--- config.mk ---
export PLATFORM = sky130hd
export DESIGN_NAME = pc_gen_unit
export DESIGN_NICKNAME = d
export VERILOG_FILES = /design/src/rtl/pc_pkg.sv /design/src/rtl/pc_redirect_buf.sv /design/src/rtl/pc_gen_unit.sv
export SDC_FILE = /design/constraint.sdc
export NUM_CORES = 1
export LEC_CHECK = 0
export CAP_MARGIN = 20
export CORE_ASPECT_RATIO = 2
export CORE_MARGIN = 2
export CORE_UTILIZATION = 41
export CTS_BUF_LIST = sky130_fd_sc_hd__clkbuf_8
export DETAILED_ROUTE_END_ITERATION = 8
export GPL_TIMING_DRIVEN = 0
export PLACE_DENSITY = 0.72
export SYNTH_ARGS = -nofsm -noshare
export SYNTH_HDL_FRONTEND = slang
export SYNTH_HIERARCHICAL = 1
export SYNTH_SLANG_ARGS = --single-unit
--- constraint.sdc ---
create_clock -name clk -period 2.6 [get_ports clk]
set_input_delay 0.52 -clock clk [delete_from_list [all_inputs] [get_ports clk]]
set_output_delay 0.52 -clock clk [all_outputs]
set_load 0.02 [all_outputs]
--- src/rtl/pc_pkg.sv ---
// rtl/pc_pkg.sv - shared FSM state type and default parameters for the PC generator
package pc_pkg;

    typedef enum logic [1:0] {
        PC_BOOT = 2'd0,
        PC_RUN  = 2'd1,
        PC_HALT = 2'd2
    } pc_state_e;

    localparam int          DEF_XLEN         = 32;
    localparam logic [31:0] DEF_RESET_VECTOR = 32'h0000_0000;
    localparam int          DEF_INC_BYTES    = 4;
    localparam int          DEF_ALIGN_BYTES  = 4;

endpackage

--- src/rtl/pc_redirect_buf.sv ---
// rtl/pc_redirect_buf.sv - one-entry pending redirect/trap buffer
// A trap overwrites anything; a redirect never displaces a pending trap.
module pc_redirect_buf #(
    parameter int XLEN = 32
) (
    input  logic            clk,
    input  logic            rst,
    input  logic            i_capture,
    input  logic            i_clear,
    input  logic            i_trap_valid,
    input  logic [XLEN-1:0] i_trap_vec,
    input  logic            i_redirect_valid,
    input  logic [XLEN-1:0] i_redirect_pc,
    output logic            o_valid,
    output logic            o_is_trap,
    output logic [XLEN-1:0] o_target
);

    logic            r_valid;
    logic            r_is_trap;
    logic [XLEN-1:0] r_target;

    always_ff @(posedge clk) begin
        if (rst) begin
            r_valid   <= 1'b0;
            r_is_trap <= 1'b0;
            r_target  <= '0;
        end else if (i_capture) begin
            if (i_trap_valid) begin
                r_valid   <= 1'b1;
                r_is_trap <= 1'b1;
                r_target  <= i_trap_vec;
            end else if (i_redirect_valid && !(r_valid && r_is_trap)) begin
                r_valid   <= 1'b1;
                r_is_trap <= 1'b0;
                r_target  <= i_redirect_pc;
            end
        end else if (i_clear) begin
            r_valid   <= 1'b0;
            r_is_trap <= 1'b0;
        end
    end

    assign o_valid   = r_valid;
    assign o_is_trap = r_is_trap;
    assign o_target  = r_target;

endmodule

--- src/rtl/pc_gen_unit.sv ---
// rtl/pc_gen_unit.sv - fetch PC generator with BOOT/RUN/HALT FSM and deferred redirects
// Requests arriving while stalled or halted are parked in pc_redirect_buf.
module pc_gen_unit
    import pc_pkg::*;
#(
    parameter int              XLEN         = DEF_XLEN,
    parameter logic [XLEN-1:0] RESET_VECTOR = XLEN'(DEF_RESET_VECTOR),
    parameter int              INC_BYTES    = DEF_INC_BYTES,
    parameter int              ALIGN_BYTES  = DEF_ALIGN_BYTES
) (
    input  logic            clk,
    input  logic            rst,
    input  logic            stall_i,
    input  logic            redirect_valid_i,
    input  logic [XLEN-1:0] redirect_pc_i,
    input  logic            trap_valid_i,
    input  logic [XLEN-1:0] trap_vec_i,
    input  logic            halt_req_i,
    input  logic            resume_i,
    output logic [XLEN-1:0] pc_o,
    output logic            pc_valid_o,
    output logic            misaligned_o
);

    localparam logic [XLEN-1:0] INC_VAL    = XLEN'(INC_BYTES);
    localparam logic [XLEN-1:0] ALIGN_MASK = XLEN'(ALIGN_BYTES - 1);

    pc_state_e       r_state;
    logic [XLEN-1:0] r_pc;
    logic            r_pc_valid;
    logic            r_misaligned;

    logic            w_capture;
    logic            w_advance;
    logic            w_buf_valid;
    logic            w_buf_is_trap;
    logic [XLEN-1:0] w_buf_target;
    logic            w_apply;
    logic [XLEN-1:0] w_target;

    // Stalled or halting RUN cycles and every HALT cycle park requests instead of applying them.
    assign w_capture = ((r_state == PC_RUN) && (halt_req_i || stall_i)) || (r_state == PC_HALT);
    assign w_advance = (r_state == PC_RUN) && !halt_req_i && !stall_i;

    always_comb begin
        w_apply  = trap_valid_i || redirect_valid_i || w_buf_valid;
        w_target = w_buf_target;
        if (trap_valid_i) begin
            w_target = trap_vec_i;
        end else if (redirect_valid_i) begin
            w_target = redirect_pc_i;
        end
    end

    pc_redirect_buf #(
        .XLEN(XLEN)
    ) u_buf (
        .clk             (clk),
        .rst             (rst),
        .i_capture       (w_capture),
        .i_clear         (w_advance),
        .i_trap_valid    (trap_valid_i),
        .i_trap_vec      (trap_vec_i),
        .i_redirect_valid(redirect_valid_i),
        .i_redirect_pc   (redirect_pc_i),
        .o_valid         (w_buf_valid),
        .o_is_trap       (w_buf_is_trap),
        .o_target        (w_buf_target)
    );

    always_ff @(posedge clk) begin
        if (rst) begin
            r_state      <= PC_BOOT;
            r_pc         <= RESET_VECTOR;
            r_pc_valid   <= 1'b0;
            r_misaligned <= 1'b0;
        end else begin
            r_misaligned <= 1'b0;
            case (r_state)
                PC_BOOT: begin
                    r_state    <= PC_RUN;
                    r_pc       <= RESET_VECTOR;
                    r_pc_valid <= 1'b1;
                end
                PC_RUN: begin
                    if (halt_req_i) begin
                        r_state    <= PC_HALT;
                        r_pc_valid <= 1'b0;
                    end else if (!stall_i) begin
                        if (w_apply) begin
                            r_pc         <= w_target;
                            r_misaligned <= |(w_target & ALIGN_MASK);
                        end else begin
                            r_pc <= r_pc + INC_VAL;
                        end
                    end
                end
                PC_HALT: begin
                    if (resume_i && !halt_req_i) begin
                        r_state    <= PC_RUN;
                        r_pc_valid <= 1'b1;
                    end
                end
                default: begin
                    r_state    <= PC_BOOT;
                    r_pc       <= RESET_VECTOR;
                    r_pc_valid <= 1'b0;
                end
            endcase
        end
    end

    assign pc_o         = r_pc;
    assign pc_valid_o   = r_pc_valid;
    assign misaligned_o = r_misaligned;

    logic w_unused;
    assign w_unused = w_buf_is_trap;

endmodule

Word level (Yosys, flattened, before mapping)
Cells that the tools add are included.
Storage, ports and cells
  logic and storage cells: 61
  output and inout port bits: 34
  bits in registers: 70
Operators by class
  mux-type cells: 21
  equal/unequal tests: 7
  reduce and logical (&&, ||, !) cells: 22
  add/sub/neg operators: 1
  bitwise logic cells: 3
Operator list (number)
  $mux W32: 7
  $pmux W32 S2: 1
  $add A32 B3 Y32 const B: 1
  $mux W1: 9
  $logic_and A1 B1 Y1: 6
  $ne A2 B2 Y1 const B: 3
  $pmux W2 S3: 1
  $reduce_and A2 Y1: 3
  $reduce_or A5 Y1: 1
  $logic_or A1 B1 Y1: 4
  $mux W2: 2
  $reduce_bool A2 Y1: 2
  $logic_not A1 Y1: 3
  $ne A3 B3 Y1 const B: 1
  $not A1 Y1: 3
  $pmux W1 S3: 1
  $reduce_and A3 Y1: 1
  $eq A2 B1 Y1 const B: 1
  $eq A2 B2 Y1 const B: 1
  $logic_not A2 Y1: 1
  $ne A2 B1 Y1 const B: 1
  $reduce_or A2 Y1: 1

Logic depth before layout (Yosys ltp)
Gate-level depths: netlist of the first run.
  word-level depth: 6
  depth in mapped cells: 8
  depth with buffers taken out: 6

Hierarchy
The synthesis of the first run kept the hierarchy.
By module, submodules not included
  pc_gen_unit: area an instance 2622.5 um^2, cells each 372, instances 1, sequential area each 700.7 um^2
  pc_redirect_buf: area an instance 1624.1 um^2, cells each 160, instances 1, sequential area each 680.7 um^2

Least setup slack after synthesis of the first run
No wires, ideal clock.
  kind: reg-to-reg
  from: register r_pc[2], in the netlist pc_o[2]
  to: register r_pc[22], in the netlist pc_o[22]
  slack: 0.494 ns
  buffers on the path: 0
  clock period less this slack: 2.106 ns
  required time: 2.483 ns
  library setup time: 0.117 ns
  arrival time: 1.989 ns
  stages on the path, launching flop included: 7
  cell sequence: dfxtp_1 ha_1 and3_2 nand4_4 or4_4 a21o_1 a22o_1
Between the ends
  longest elaborated chain between the ends: 5
Ends and longest elaborated chain
  start: declaration: RTL line pc_gen_unit.sv:29  | logic [XLEN-1:0] r_pc;
  start signal: assignment: RTL line pc_gen_unit.sv:91  | r_pc <= w_target;
  start signal: assignment: RTL line pc_gen_unit.sv:94  | r_pc <= r_pc + INC_VAL;
  $add A32 B3 Y32: RTL line pc_gen_unit.sv:94
  $mux W32: RTL line pc_gen_unit.sv:90  | if (w_apply) begin
  $mux W32: RTL line pc_gen_unit.sv:89  | end else if (!stall_i) begin
  $mux W32: RTL line pc_gen_unit.sv:86  | if (halt_req_i) begin
  $pmux W32 S2: RTL line pc_gen_unit.sv:79  | case (r_state)
Every way passes these cells. The select of a mux whose other input is x is not followed.
A chain may end at the register's enable or synchronous reset.

Worst setup path in the final report of the first run
  from: input port halt_req_i
  to: register r_pc[11], in the netlist pc_o[11]
Between the ends
  longest elaborated chain between the ends: 2
Ends and longest elaborated chain
  start: declaration: RTL line pc_gen_unit.sv:18  | input logic halt_req_i,
  $ne A2 B2 Y1 (no line)
  $reduce_and A3 Y1 (no line)
Every way passes these cells.

==> results.md, run 1 <==
- Crit path DAT: 2770 ps
- Core ar.: 10,100 µm²
- R2R Setup Slk: 290 ps
- Unrepaired setup endpoints after global routing: false
- Post-route DRC: 0
- Logic gate share of total power: 0.210
- Clock Latency Late Sink: 380 ps
- Layout cell share with drive strength beyond 1: 0.126
- Kind of end point of the critical path: flop
- Worst setup SP type: input port
- CTS root buffer: clkbuf_8
- TritonCTS Buffers: 9
- Seq/Total Area, Yosys: 0.325
- Worst Hold Class: in2reg
- M1 GR Usage: 0.288
- CTS clock-pin slew for the worst setup and hold paths: 80 ps
- CTS tree: done
- H-tree depth: 3
- Power per standard cell area: 488 nW/µm²
- Area Overhead vs Synth: 34.1%
- Total wire length: 15,700 µm
- GR peak layer: met2
- Routed Antenna Nets: 0
- Max Fclk: 0.403 GHz
- Syn_nets: 604
- Wire per inst: 19.9 µm
- Cells on worst reg2reg path: 6
- Postcts setup bufs: 0
- Crit share post-route: 0.954
- Starting density of the core: 0.421
- I/O pin count: 105
- Nets: 718
- Routed vias/inst: 6.03
- GR Util met3: 0.0415
- First-pass GRT wire length: 24,700 µm
- Grt total ovfl: 0
- Endpoint, Worst Hold: pc_valid_o
- Crit path kind: in2reg
- Vias in the first global route: 4,704
- Final HPWL from detailed placement: 11,900 µm
- Initial antenna violation count: 0
- Max-cap violations: 0
- Yosys reg bits: 69
- Ant. Diodes: 0
- Tot GR Track Use: 0.278
- Hold Fails Final Rpt: 0
- P_leak: 2.14 nW
- DP Area: 5450 µm²
- Flop pwr share: 0.425
- Total power: 0.00278 W
- Die height: 148 µm
- Slew Viols, Final: 0
- FP Rows: 52
- Initial drt markers: 565
- Fin util: 0.565
- Worst r2r src: pc_o[2]
- Worst slew pin tran: 745 ps
- Status: finished clean
- Mapped cell area: 4250 µm²
- DIE AREA: 11,200 µm²
- Avg Cell Area, Syn: 7.98 µm²
- Post-synth EDFFs: 0
- Max VDD drop: 0.385 mV
- Slew HR: 0.503
- Synth async-reset ratio: 0
- Via count: 4,738
- Worst Path Required: 2890 ps
- Die X: 76.0 µm
- Met2 usage: 0.508
- Ys flop type: dfxtp_1
- Synth warnings: 6
- Synth unique cells: 63
- Worst Clk Skew: 15.6 ps
- Clock Sinks: 69
- Count of input and output buffers: 103
- Gp weighted congestion: 0.903
- Largest net degree at the start of global routing: 14
- Clock tree buffer depth: 2
- Setup-failing EPs final: 0
- DR pass1 iterations: 7
- P_sw: 0.000835 W
- Post-CTS Hold Fix Bufs: 0
- Critical path peak fanout: 10
- P_int: 0.00194 W
- Hold depth: 2
- Design area: 5690 µm²
- Critical register-to-register path endpoint: pc_o[14]
- Clock Power Share: 0.365
- Switching part of the total power: 0.301
- Hold_sp: rst
- Final TNS setup: 0 ps
- Post-Syn Instances: 532
- Final period demand of the worst path: 2480 ps
## layout make-up
class / instances / area (µm²)
Multi-Input combinational cell: 378 / 2470
Buffer: 41 / 244
Clock buffer: 9 / 124
Sequential cell: 69 / 1380
Fill cell: 954 / 4390
Tap cell: 135 / 169
Inverter: 44 / 169
Timing Repair Buffer: 103 / 1030
Clock inverter: 7 / 100
## worst max-delay path by stage
stage / start / to / slack (ps) / cells past startpoint
2_1_floorplan: pc_o[2] / pc_o[22] / 490 / 6
3_3_place_gp: trap_valid_i / pc_o[24] / -410 / 6
3_5_place_dp: trap_valid_i / pc_o[24] / -450 / 6
4_1_cts: trap_valid_i / pc_o[9] / 60 / 7
5_1_grt: trap_valid_i / pc_o[28] / 20 / 7
6_report: halt_req_i / pc_o[11] / 120 / 7
## power groups by stage
stage	combinational (W)	clock (W)	sequential (W)
2_1_floorplan	0.000306	0	0.00120
3_3_place_gp	0.000555	0	0.00120
3_5_place_dp	0.000566	0	0.00120
4_1_cts	0.000570	0.00101	0.00118
5_1_grt	0.000622	0.00106	0.00119
6_report	0.000582	0.00101	0.00118
## sequential cells by signal, summed over array words and instances (netlist names)
name / flops
pc_o: 32
u_buf/o_target: 32
misaligned_o: 1
pc_valid_o: 1
r_state: 1
u_buf/o_is_trap: 1
u_buf/o_valid: 1
## layout by cell type (no fill, tap or decap), types with 5 or more instances in the layout
master / Yosys / routed
buf_2: 7 / 8
dfxtp_1: 69 / 69
a21oi_1: 26 / 26
a21o_1: 10 / 10
o22ai_1: 17 / 17
inv_1: 43 / 43
o221ai_1: 10 / 10
nand3_1: 17 / 17
o221a_1: 30 / 30
nand2_1: 57 / 57
clkbuf_1: 21 / 10
clkbuf_8: 0 / 9
clkbuf_2: 0 / 10
nor2_1: 24 / 24
nor3_1: 13 / 12
a22oi_1: 11 / 11
xor2_1: 5 / 5
a22o_1: 5 / 5
buf_6: 7 / 7
clkdlybuf4s50_1: 0 / 103
a21oi_2: 20 / 20
o21ai_0: 49 / 49
nand4_1: 11 / 11
## metrics by stage
stage                     worst slack [ps]  hold slack [ps]  instances
final                                  120              442        786
after CTS                             60.6              438        786
after global placement                -412              503        770
after global routing                  15.1              464        786
after floorplan                        494              486        532
after detailed placement              -452              506        770
## kinds of logic after synthesis
kind of cell             synth area share
AND/OR/NAND/NOR                     0.187
flip-flops                          0.325
adder cells (fa/ha/maj)           0.00295
multiplexers                       0.0147
AO/OA/AOI/OAI                       0.366
XOR/XNOR                           0.0103
buffers and inverters              0.0931
## critical path: stages
cell and delay (ps):
clkdlybuf4s50_1 450, or2_1 240, clkbuf_1 160, nor3_1 500, clkbuf_1 520, o311ai_0 250, o21ai_0 130
## per-layer routing
layer / routed length, µm / share of wire
met4: 886 / 0.057
met3: 844 / 0.054
met1: 5630 / 0.36
met2: 8310 / 0.53
met5: 0 / 0
## cells in the mapped netlist (4+ instances only)
library cell | n | area share
nand4_1 | 11 | 0.016
dfxtp_1 | 69 | 0.33
nand2_1 | 57 | 0.050
a22oi_1 | 11 | 0.019
o221ai_1 | 10 | 0.021
xor2_1 | 5 | 0.010
inv_1 | 43 | 0.038
nand3_1 | 17 | 0.020
o22ai_1 | 17 | 0.025
mux2i_1 | 4 | 0.0094
o2bb2ai_1 | 4 | 0.0082
a22o_1 | 5 | 0.010
nor3_1 | 13 | 0.015
o221a_1 | 30 | 0.080
clkbuf_1 | 21 | 0.019
o311ai_0 | 5 | 0.010
a31oi_1 | 4 | 0.0059
nand2b_1 | 4 | 0.0059
buf_2 | 7 | 0.0082
buf_6 | 7 | 0.019
nor2b_1 | 4 | 0.0059
o21ai_0 | 49 | 0.058
a21o_1 | 10 | 0.018
a21oi_1 | 26 | 0.031
a21oi_2 | 20 | 0.041
nor4_1 | 4 | 0.0059
nor2_1 | 24 | 0.021
## repair_timing
action	4_1_cts	5_1_grt
endpoints found under the setup margin	4	23
gates resized for setup	2	24
gates cloned	0	0
No activity file was read; power rests on OpenSTA's default activity.
==> run 2: changes to the inputs <==
--- a/config.mk
+++ b/config.mk
@@ -7,7 +7,7 @@
 export LEC_CHECK = 0
 export CAP_MARGIN = 20
 export CORE_ASPECT_RATIO = 2
-export CORE_MARGIN = 2
+export CORE_MARGIN = 1
 export CORE_UTILIZATION = 41
 export CTS_BUF_LIST = sky130_fd_sc_hd__clkbuf_8
 export DETAILED_ROUTE_END_ITERATION = 8
==> results.md, run 2 (synthesis results as in run 1) <==
- Status: finished clean
- Routed Antenna Nets: 0
- Max VDD drop: 0.282 mV
- Fill cell count: 959
- Crit share post-route: 0.950
- Worst Clk Skew: 10.6 ps
- Slew HR: 0.523
- Worst Path Required: 2900 ps
- R2R Setup Slk: 310 ps
- DR pass1 iterations: 5
- Grt total ovfl: 0
- Die height: 146 µm
- Clock Sinks: 69
- CTS tree: done
- Die X: 74.0 µm
- DIE AREA: 10,800 µm²
- First-pass GRT wire length: 23,600 µm
- Max Fclk: 0.405 GHz
- Post-CTS Hold Fix Bufs: 0
- Critical Path Start: halt_req_i
- Worst setup path end: pc_o[12]
- Gp weighted congestion: 0.890
- Layout Cells excl Fill: 786
- Max-cap violations: 0
- TritonCTS Buffers: 9
- Total wire length: 14,900 µm
- Most common cell after layout, fill and taps aside: clkdlybuf4s50_1
- Area Overhead vs Synth: 33.3%
- Crit path kind: in2reg
- Initial antenna violation count: 0
- Clock tree buffer depth: 2
- DP Cell Count: 770
- Critical path peak fanout: 10
- Clock Latency Late Sink: 360 ps
- P_leak: 2.15 nW
- Worst r2r src: pc_o[2]
- Worst Hold Class: in2reg
- Starting density of the core: 0.421
- Via count: 4,747
- Crit path DAT: 2780 ps
- Setup-failing EPs final: 0
- Layout cell share with drive strength beyond 1: 0.123
- Worst setup SP type: input port
- Largest net degree at the start of global routing: 13
- Unrepaired setup endpoints after global routing: false
- Count of input and output buffers: 103
- Power per standard cell area: 466 nW/µm²
- Vias in the first global route: 4,690
- Slew Viols, Final: 0
- Ant. Diodes: 0
- Hold Fails Final Rpt: 0
- Final period demand of the worst path: 2470 ps
- Wire per inst: 19.0 µm
- Post-route DRC: 0
- H-tree depth: 3
- Cells on worst reg2reg path: 6
- Storage cell area: 1380 µm²
- Nets: 718
- Routed vias/inst: 6.04
- CTS clock-pin slew for the worst setup and hold paths: 80 ps
- Postcts setup bufs: 0
- Critical register-to-register path endpoint: pc_o[22]
- Multi-input gate area: 2470 µm²
- FP Rows: 52
- Total power: 0.00263 W
- CTS root buffer: clkbuf_8
- Worst slew pin tran: 715 ps
- Core ar.: 10,100 µm²
- Kind of end point of the critical path: flop
- Most frequent cells in the layout: 103 x clkdlybuf4s50_1, 69 x dfxtp_1, 57 x nand2_1
- Tot GR Track Use: 0.289
- Initial drt markers: 376
- I/O pin count: 105
- Final HPWL from detailed placement: 11,400 µm
==> run 2: through the flow <==
stage | hold slack (ps) | worst slack (ps) | utilization | instance area, µm² | TNS [ps]
3_3_place_gp | 484 | -537 | 0.540 | 5450 | -8470
3_5_place_dp | 501 | -557 | 0.540 | 5450 | -9850
6_report | 458 | 129 | 0.561 | 5660 | 0
5_1_grt | 467 | 19.1 | 0.561 | 5660 | 0
2_1_floorplan | 486 | 494 | - | 4250 | 0
4_1_cts | 446 | 9.13 | 0.560 | 5640 | 0
==> run 2: worst min-delay path by stage <==
stage | start | cells past startpoint | slack (ps) | endpoint
6_report | rst | 2 | 460 | pc_valid_o
5_1_grt | rst | 2 | 470 | pc_o[1]
4_1_cts | rst | 2 | 450 | pc_o[2]
3_5_place_dp | pc_o[20] | 1 | 500 | pc_o[20]
3_3_place_gp | pc_o[23] | 1 | 480 | pc_o[23]
2_1_floorplan | u_buf/o_target[0] | 1 | 490 | u_buf/o_target[0]
==> run 2: layout make-up <==
cell class	count	area share
plain buffers	41	0.0433
clock buffers	10	0.0243
clock inverters	6	0.00973
inverters	44	0.0292
multi-input cells	378	0.437
flip-flops and latches	69	0.244
well taps	135	0.0298
repair buffers	103	0.182
==> run 2: worst max-delay path, stage by stage <==
cell,delay (ps)
clkdlybuf4s50_1,450
or2_1,240
clkbuf_1,170
nor3_1,470
clkbuf_1,570
o311ai_0,250
nand2_1,100
==> run 2: power breakdown <==
group / internal [W] / leakage (nW) / switching (W) / total [W]
sequential: 0.00112 / 0.564 / 0.0000542 / 0.00118
combinational: 0.000275 / 1.48 / 0.000301 / 0.000576
clock: 0.000459 / 0.105 / 0.000421 / 0.000880
==> run 2: what timing repair did <==
| action | CTS | global route |
|---|---|---|
| resized for setup | 1 | 26 |
| endpoints found under the setup margin | 8 | 26 |
| endpoints found under the hold margin | 0 | 0 |
==> run 2: layer usage <==
layer | GRT usage | up-vias | share of wire
li1 | - | 2217 | -
met1 | 0.326 | 2232 | 0.37
met2 | 0.477 | 238 | 0.52
met3 | 0.0464 | 60 | 0.059
met4 | 0.199 | 0 | 0.057
met5 | 0 | - | 0
